`config.mk`:
```
export PLATFORM = sky130hd
export DESIGN_NAME = ik_swift_avalon_bridge
export DESIGN_NICKNAME = d
export VERILOG_FILES = /design/src/rtl/ik_swift_avalon_bridge.sv
export SDC_FILE = /design/constraint.sdc
export NUM_CORES = 2
export LEC_CHECK = 0
export CAP_MARGIN = 20
export CORE_AREA = 2 2 576 578
export CTS_BUF_LIST = sky130_fd_sc_hd__clkbuf_16
export DETAILED_ROUTE_END_ITERATION = 8
export DIE_AREA = 0 0 578 580
export MAX_ROUTING_LAYER = met4
export PLACE_DENSITY_LB_ADDON = 0.05
export SYNTH_ARGS = -nofsm -noshare
export SYNTH_HDL_FRONTEND = slang
export SYNTH_SLANG_ARGS = --single-unit
```
`constraint.sdc`:
```
create_clock -name clk -period 102.7 [get_ports clk]
set_clock_uncertainty 0.2 [all_clocks]
set_input_delay 20.54 -clock clk [delete_from_list [all_inputs] [get_ports clk]]
set_output_delay 20.54 -clock clk [all_outputs]
set_load 0.03 [all_outputs]
```
`src/rtl/ik_swift_avalon_bridge.sv`:
```
// Avalon-MM slave that loads ik_swift operands, runs one fixed-latency solve and captures delta.
// Optional interrupt output: define IK_SWIFT_BRIDGE_IRQ_EN.
//
// state | meaning
// IDLE  | waiting for a start command
// CLR   | one-cycle ik_rst pulse to the core
// RUN   | ik_en high while the down-counter runs LATENCY..1
// CAP   | delta latched into capture regs, done set
module ik_swift_avalon_bridge #(
  parameter int unsigned LATENCY = 64
) (
  input  logic                    clk,
  input  logic                    rst,
  input  logic                    chipselect,
  input  logic                    write,
  input  logic                    read,
  input  logic [6:0]              address,
  input  logic [31:0]             writedata,
  output logic [31:0]             readdata,
  output logic                    ik_en,
  output logic                    ik_rst,
  output logic [2:0][35:0]        z,
  output logic [5:0]              joint_type,
  output logic [5:0][3:0][35:0]   dh_param,
  output logic [5:0][35:0]        target,
  input  logic [5:0][35:0]        delta
`ifdef IK_SWIFT_BRIDGE_IRQ_EN
  ,
  output logic                    irq
`endif
);

  typedef enum logic [1:0] {S_IDLE, S_CLR, S_RUN, S_CAP} state_t;
  localparam int unsigned NWORDS = 33;

  state_t            state, state_n;
  logic [15:0]       cnt;
  logic [35:0]       opr [NWORDS];
  logic [5:0]        jt;
  logic [5:0][35:0]  cap;
  logic              done, done_n, irq_en, irq_en_n;
  logic              wr, rd, ctrl_wr, start_req, clear_req, ack_req, busy;
  logic [5:0]        op_idx;
  logic [2:0]        cap_idx;
  logic [35:0]       op_word, cap_word;
  logic [31:0]       rdata;

  assign wr        = chipselect & write;
  assign rd        = chipselect & read;
  assign ctrl_wr   = wr & (address == 7'd67);
  assign clear_req = ctrl_wr & writedata[1];
  assign start_req = ctrl_wr & writedata[0] & ~writedata[1];  // clear beats start
  assign busy      = (state != S_IDLE);

`ifdef IK_SWIFT_BRIDGE_IRQ_EN
  assign ack_req  = ctrl_wr & writedata[2];
  assign irq_en_n = ctrl_wr ? writedata[3] : irq_en;
`else
  assign ack_req  = 1'b0;
  assign irq_en_n = 1'b0;
`endif

  always_comb begin
    state_n = state;
    case (state)
      S_IDLE:  if (start_req) state_n = S_CLR;
      S_CLR:   state_n = S_RUN;
      S_RUN:   if (cnt == 16'd1) state_n = S_CAP;
      S_CAP:   state_n = S_IDLE;
      default: state_n = S_IDLE;
    endcase
    if (clear_req) state_n = S_IDLE;
  end

  always_comb begin
    done_n = done;
    if (state == S_CAP) done_n = 1'b1;
    if (start_req && !busy) done_n = 1'b0;
    if (clear_req || ack_req) done_n = 1'b0;
  end

  // ik_en/ik_rst are registered from the next state so they line up with CLR/RUN exactly
  always_ff @(posedge clk or posedge rst) begin
    if (rst) begin
      state  <= S_IDLE;
      cnt    <= '0;
      done   <= 1'b0;
      irq_en <= 1'b0;
      ik_en  <= 1'b0;
      ik_rst <= 1'b1;
      cap    <= '0;
    end else begin
      state  <= state_n;
      done   <= done_n;
      irq_en <= irq_en_n;
      ik_en  <= (state_n == S_RUN);
      ik_rst <= (state_n == S_CLR);
      if (state == S_RUN) cnt <= cnt - 16'd1;
      else                cnt <= LATENCY[15:0];
      if (clear_req)           cap <= '0;
      else if (state == S_CAP) cap <= delta;
    end
  end

`ifdef IK_SWIFT_BRIDGE_IRQ_EN
  always_ff @(posedge clk or posedge rst) begin
    if (rst) irq <= 1'b0;
    else     irq <= done_n & irq_en_n;
  end
`endif

  always_ff @(posedge clk or posedge rst) begin
    if (rst) begin
      for (int k = 0; k < NWORDS; k++) opr[k] <= '0;
      jt <= '0;
    end else if (wr && !busy) begin
      if (address < 7'd66) begin
        if (address[0]) opr[address[6:1]][35:32] <= writedata[3:0];
        else            opr[address[6:1]][31:0]  <= writedata;
      end else if (address == 7'd66) begin
        jt <= writedata[5:0];
      end
    end
  end

  always_comb begin
    for (int i = 0; i < 3; i++) z[i] = opr[i];
    for (int j = 0; j < 6; j++) begin
      target[j] = opr[27 + j];
      for (int p = 0; p < 4; p++) dh_param[j][p] = opr[3 + 4 * j + p];
    end
    joint_type = jt;
  end

  always_comb begin
    op_idx   = (address < 7'd66) ? address[6:1] : 6'd0;
    cap_idx  = (address >= 7'd68 && address < 7'd80) ? 3'(address[6:1] - 6'd34) : 3'd0;
    op_word  = opr[op_idx];
    cap_word = cap[cap_idx];
    rdata    = '0;
    if (address < 7'd66)
      rdata = address[0] ? {{28{op_word[35]}}, op_word[35:32]} : op_word[31:0];
    else if (address == 7'd66)
      rdata = {26'd0, jt};
    else if (address == 7'd67)
      rdata = {28'd0, irq_en, 1'b0, done, busy};
    else if (address < 7'd80)
      rdata = address[0] ? {{28{cap_word[35]}}, cap_word[35:32]} : cap_word[31:0];
  end

  always_ff @(posedge clk or posedge rst) begin
    if (rst)     readdata <= '0;
    else if (rd) readdata <= rdata;
  end

endmodule

```
======== Word-level counts from Yosys, hierarchy flattened ========
Index checks and enable logic that the tools add are counted.
W data, S select, Z words.
cells by class
  divide/modulo/power cells ............... 0
  mux-type cells .......................... 30
  shifts and indexed selects .............. 0
  bitwise operators ....................... 10
  $add $sub $neg .......................... 2
  reduce and logical (&&, ||, !) cells .... 11
  eq/ne operators ......................... 8
  $mul .................................... 0
  $lt $le $gt $ge ......................... 7
operator list
  cell                     count
  $bwmux W1188             2
  $mux W1188               1
  $demux W36 S6            2
  $mux W216                2
  $mux W32                 7
  $bmux W36 S6             1
  $mux W36                 4
  $bmux W36 S3             1
  $ge A7 B7 Y1 const B     3
  $eq A16 B1 Y1 const B    1
  $mux W16                 1
  $sub A16 B1 Y16 const B  1
  $eq A7 B7 Y1 const B     2
  $lt A7 B7 Y1 const B     2
  $not A6 Y7               2
  $pmux W2 S4              1
  $lt A7 B1 Y1 const B     1
  $and A1 B1 Y1            6
  $eq A2 B2 Y1 const B     3
  $mux W2                  3
  $mux W6                  1
  $eq A2 B1 Y1 const B     2
  $logic_and A1 B1 Y1      4
  $lt A3 B4 Y1 const B     1
  10 further kinds         14
word-level totals
  memory bits (writable) .................. 0
  input bits .............................. 260
  word-level logic and storage cells ...... 114
  memories kept ........................... 0
  register bits ........................... 1463
  memory bits (read-only) ................. 0
  bits in latches ......................... 0

======== Depth between registers and ports, before layout ========
  word-level depth ........................ 10
  gate-level depth with buffers ........... 14
  mapped depth without buffers ............ 9

======== Least setup slack after synthesis ========
No wires, ideal clock.
  path kind ............................... input to register
  start point ............................. in address[2]
  end point ............................... reg readdata[6]
  data arrival time ....................... 23.098 ns
  required time ........................... 102.376 ns
  stages .................................. 11
  path slack .............................. 79.278 ns
  path buffers ............................ 4
  path through ............................ buf_2 clkinv_1 clkbuf_1 buf_1 ha_1 nor4b_2 o21a_1 buf_2 a21oi_1 or4_1 a211o_1
between the ends
  longest elaborated chain between the ends .. 10
RTL lines
  element                                               line  RTL
  start: declaration                                    17    input logic [6:0] address,
  branches (longest 9 deep; another with $lt A7 B7 Y1)  --
  $mux W32 (*)                                          141   if (address < 7'd66)
  end signal: assignment                                153   else if (rd) readdata <= rdata;
  end: declaration                                      19    output logic [31:0] readdata,
Mark *: on every way between the ends. The select of a mux whose other input is x is not followed.
A chain may end at the register's enable or synchronous reset.

======== Worst setup path in the final report ========
  start point ............................. in address[1]
  end point ............................... reg readdata[16]
Same word-level chain as after synthesis.

==> impl_results.md <==
- Die Y: 580 µm
- Tmin final: 25.41 ns
- VDD IR max: 0.0128 mV
- Post-synthesis register bit count: 1463
- FF/Latch Area: 36600 µm²
- # setup viols final: 0
- RSZ-0062 raised after global routing: false
- TritonCTS clock tree: yes
- Crit-path max cell delay: 0.81 ns
- Die width: 578 µm
- P&R area growth vs syn: 37.1%
- Cell mode on critical path: buf_4
- IO Count: 1488
- Grt met1 use: 30.9%
- Cell count after synthesis: 5546
- Post-synth net total: 5815
- Synthesized cell area: 68400 µm²
- CP Cell Sequence: buf_8, buf_4, and2b_4, buf_4, buf_4, buf_4, nand2_1, a32oi_1, o21ai_0, a222oi_1, a221oi_1, nand3b_1
- Main synth FF type: dfrtp_1
- DRT iter0 DRCs: 3967
- GRT met3 Usage: 8.17%
- Switching fraction of total power: 30.7%
- Sequential fraction of the synthesis area: 53.5%
- Slowest CP cell: a222oi_1
- Startpoint type of the worst setup path: input port
- Buffers on Ports: 1487
- GR Util All Layers: 27.7%
- Peak Freq: 39.4 MHz
- Syn_area_per_cell: 12.3 µm²
- H-tree Lvls: 4
- CP required: 103.28 ns
- HPWL after DPL: 349 mm
- Share of cells above drive strength 1: 20.6%
- Setup TNS Final: 0 ns
- Number of enable flip-flop cells after synthesis: 0
- Die ar.: 335000 µm²
- Clock sinks: 1463
- Worst Hold Class: reg -> reg
- Pre-CTS WS: 76.37 ns
- Combinational fraction of design power: 14.9%
- Top delay family on crit path: buffers and inverters
- Kind of critical path: in -> reg
- Max-Cap Viols: 0
- Maximum buffer depth of the clock tree: 4
- Fin. Hold Viols: 0
- Rows: 211
- First-pass GRT wire length: 601 mm
- Effective utilization at floorplan: 20.8%
- Final slew viol count: 0
- Root buf cell: clkbuf_16
- Slew @ Worst Pin: 1.31 ns
- Hold path depth: 1
- Antenna Nets Post-Route: 0
- Clk slew on worst S/H paths: 0.05 ns
- Worst setup margin: 77.29 ns
- Sequential Power Share: 43.0%
- Critical Path End Type: register
- Via density per instance: 4.80
- Internal: 1060 µW
- First-pass DRT Iterations: 5
- Clk_lat worst skew: 0.89 ns
- Data arrival at the endpoint of the critical path: 25.99 ns
- Crit Path Max Fanout: 49
- P_leak: 0.0416 µW
- Period utilisation layout: 24.7%
- Crit path depth: 12
- Total gr overflow: 0
- Fill count: 34100
- Largest net degree at the start of global routing: 221
- Crit path buf inv count: 5
- Most Crowded Layer GR: met2
- Remaining DRCs: 0
- Initial antenna violation count: 26
- Final RePlAce weighted congestion: 0.858
- Core footprint: 329000 µm²
- Power density cells: 16.3 nW/µm²
- Async SR Flop Fraction: 100%
- WL final: 464 mm
- Number of CTS-inserted buffers: 198
- Total power: 1520 µW
- Relative slew margins: 12.7%
- NetSw: 468 µW
- Yosys warnings: 0
- Via Count: 54800
- Met2 Use GR: 47.8%
- Area occupied by multi-input gates: 29900 µm²
- Nets: 7162
- Setup bufs post-CTS: 0
- Status: complete, no violations
- WL/cell: 40.7 µm
- Synth unique cells: 81
- Worst R2R Path Depth: 8
- Clock share of power: 42.1%
- Hold buffers post-CTS: 0
- Via count of the first global-routing pass: 56600
- Resized cells post-CTS: 0
[cell usage in the layout (no fill, tap or decap), drive strengths merged, types with 25 or more instances in the layout]
| master | count |
|---|---|
| o21ai | 81 |
| o221ai | 79 |
| mux2 | 1206 |
| o2111ai | 26 |
| buf | 191 |
| nand2 | 494 |
| clkbuf | 202 |
| a222oi | 25 |
| nor2 | 289 |
| a32oi | 60 |
| mux2i | 585 |
| inv | 90 |
| a221oi | 34 |
| clkinv | 66 |
| a211oi | 47 |
| clkdlybuf4s50 | 1451 |
| nor3 | 25 |
| o22ai | 61 |
| dfrtp | 1462 |
| and2 | 41 |
| a21oi | 120 |
| a31oi | 34 |
| o41ai | 26 |
| nand3b | 27 |
| nand3 | 159 |
[area by class of cell]
cell class,instances,area share [%]
inverters,11,0.0547
clock inverters,148,0.747
well taps,4366,5.82
flip-flops and latches,1463,39.0
multi-input cells,3577,31.9
clock buffers,202,5.39
diodes,13,0.0347
repair buffers,1642,17.0
[power by group through the flow]
stage	clock network [µW]	registers, µW	logic [µW]
3_3_place_gp	0	666	228
5_1_grt	682	661	243
3_5_place_dp	0	666	230
4_1_cts	662	656	231
2_1_floorplan	0	673	111
6_report	642	656	226
[registers in the layout, indices dropped and copies added, names as in the netlist]
register and count:
z 108, cap 216, cnt 16, done 1, ik_rst 1, target 216, state 2, ik_en 1
dh_param 864, readdata 32, joint_type 6
[synth_stat cells (all sizes together), types with 26 or more instances]
cell     count  area (µm²)
dfrtp     1462       36600
mux2      1206       13600
mux2i      585        5860
nand2      494        1850
nor2       289        1100
buf        271        1530
clkbuf     224         841
nand3      159         808
a21oi      120         601
o21ai       81         405
o221ai      79         692
o22ai       61         382
a32oi       60         526
a211oi      47         353
and2        41         257
a221oi      34         304
a31oi       34         213
nand3b      27         203
o2111ai     26         228
o41ai       26         228
[through the flow]
| step | instance area, µm² | util [%] | hold WS [ns] | cells |
|---|---|---|---|---|
| final | 93800 | 28.5 | 0.293 | 11400 |
| after global routing | 93800 | 28.5 | 0.318 | 11400 |
| after detailed placement | 88000 | 26.7 | 0.284 | 11100 |
| after CTS | 93700 | 28.5 | 0.291 | 11400 |
| after global placement | 88000 | 26.7 | 0.274 | 11100 |
| after floorplan | 68400 | - | 0.252 | 5546 |
[layer usage]
metal,up-vias,share of wire [%]
li1,22900,-
met1,29600,39
met2,1886,51
met3,412,7.7
met4,0,3.2
met5,-,0
[final timing paths]
kind | startpoint | end | slack, ns
min in group asynchronous | rst | dh_param[178] | 19.96
min reg2reg | cnt[0] | cnt[0] | 0.29
max | address[1] | readdata[16] | 77.29
min | cnt[0] | cnt[0] | 0.29
max in group asynchronous | rst | dh_param[764] | 78.04
max reg2reg | state[0] | target[164] | 98.50
[cells by family after synthesis]
kind of cell / Yosys count / share of synthesized area, %
AO/OA/AOI/OAI: 648 / 6.76
multiplexers: 1799 / 28.7
flip-flops: 1463 / 53.5
buffers and inverters: 506 / 3.53
adder cells (fa/ha/maj): 9 / 0.165
AND/OR/NAND/NOR: 1112 / 7.25
XOR/XNOR: 9 / 0.115
Note: power is estimated with default switching activity, not from simulation.
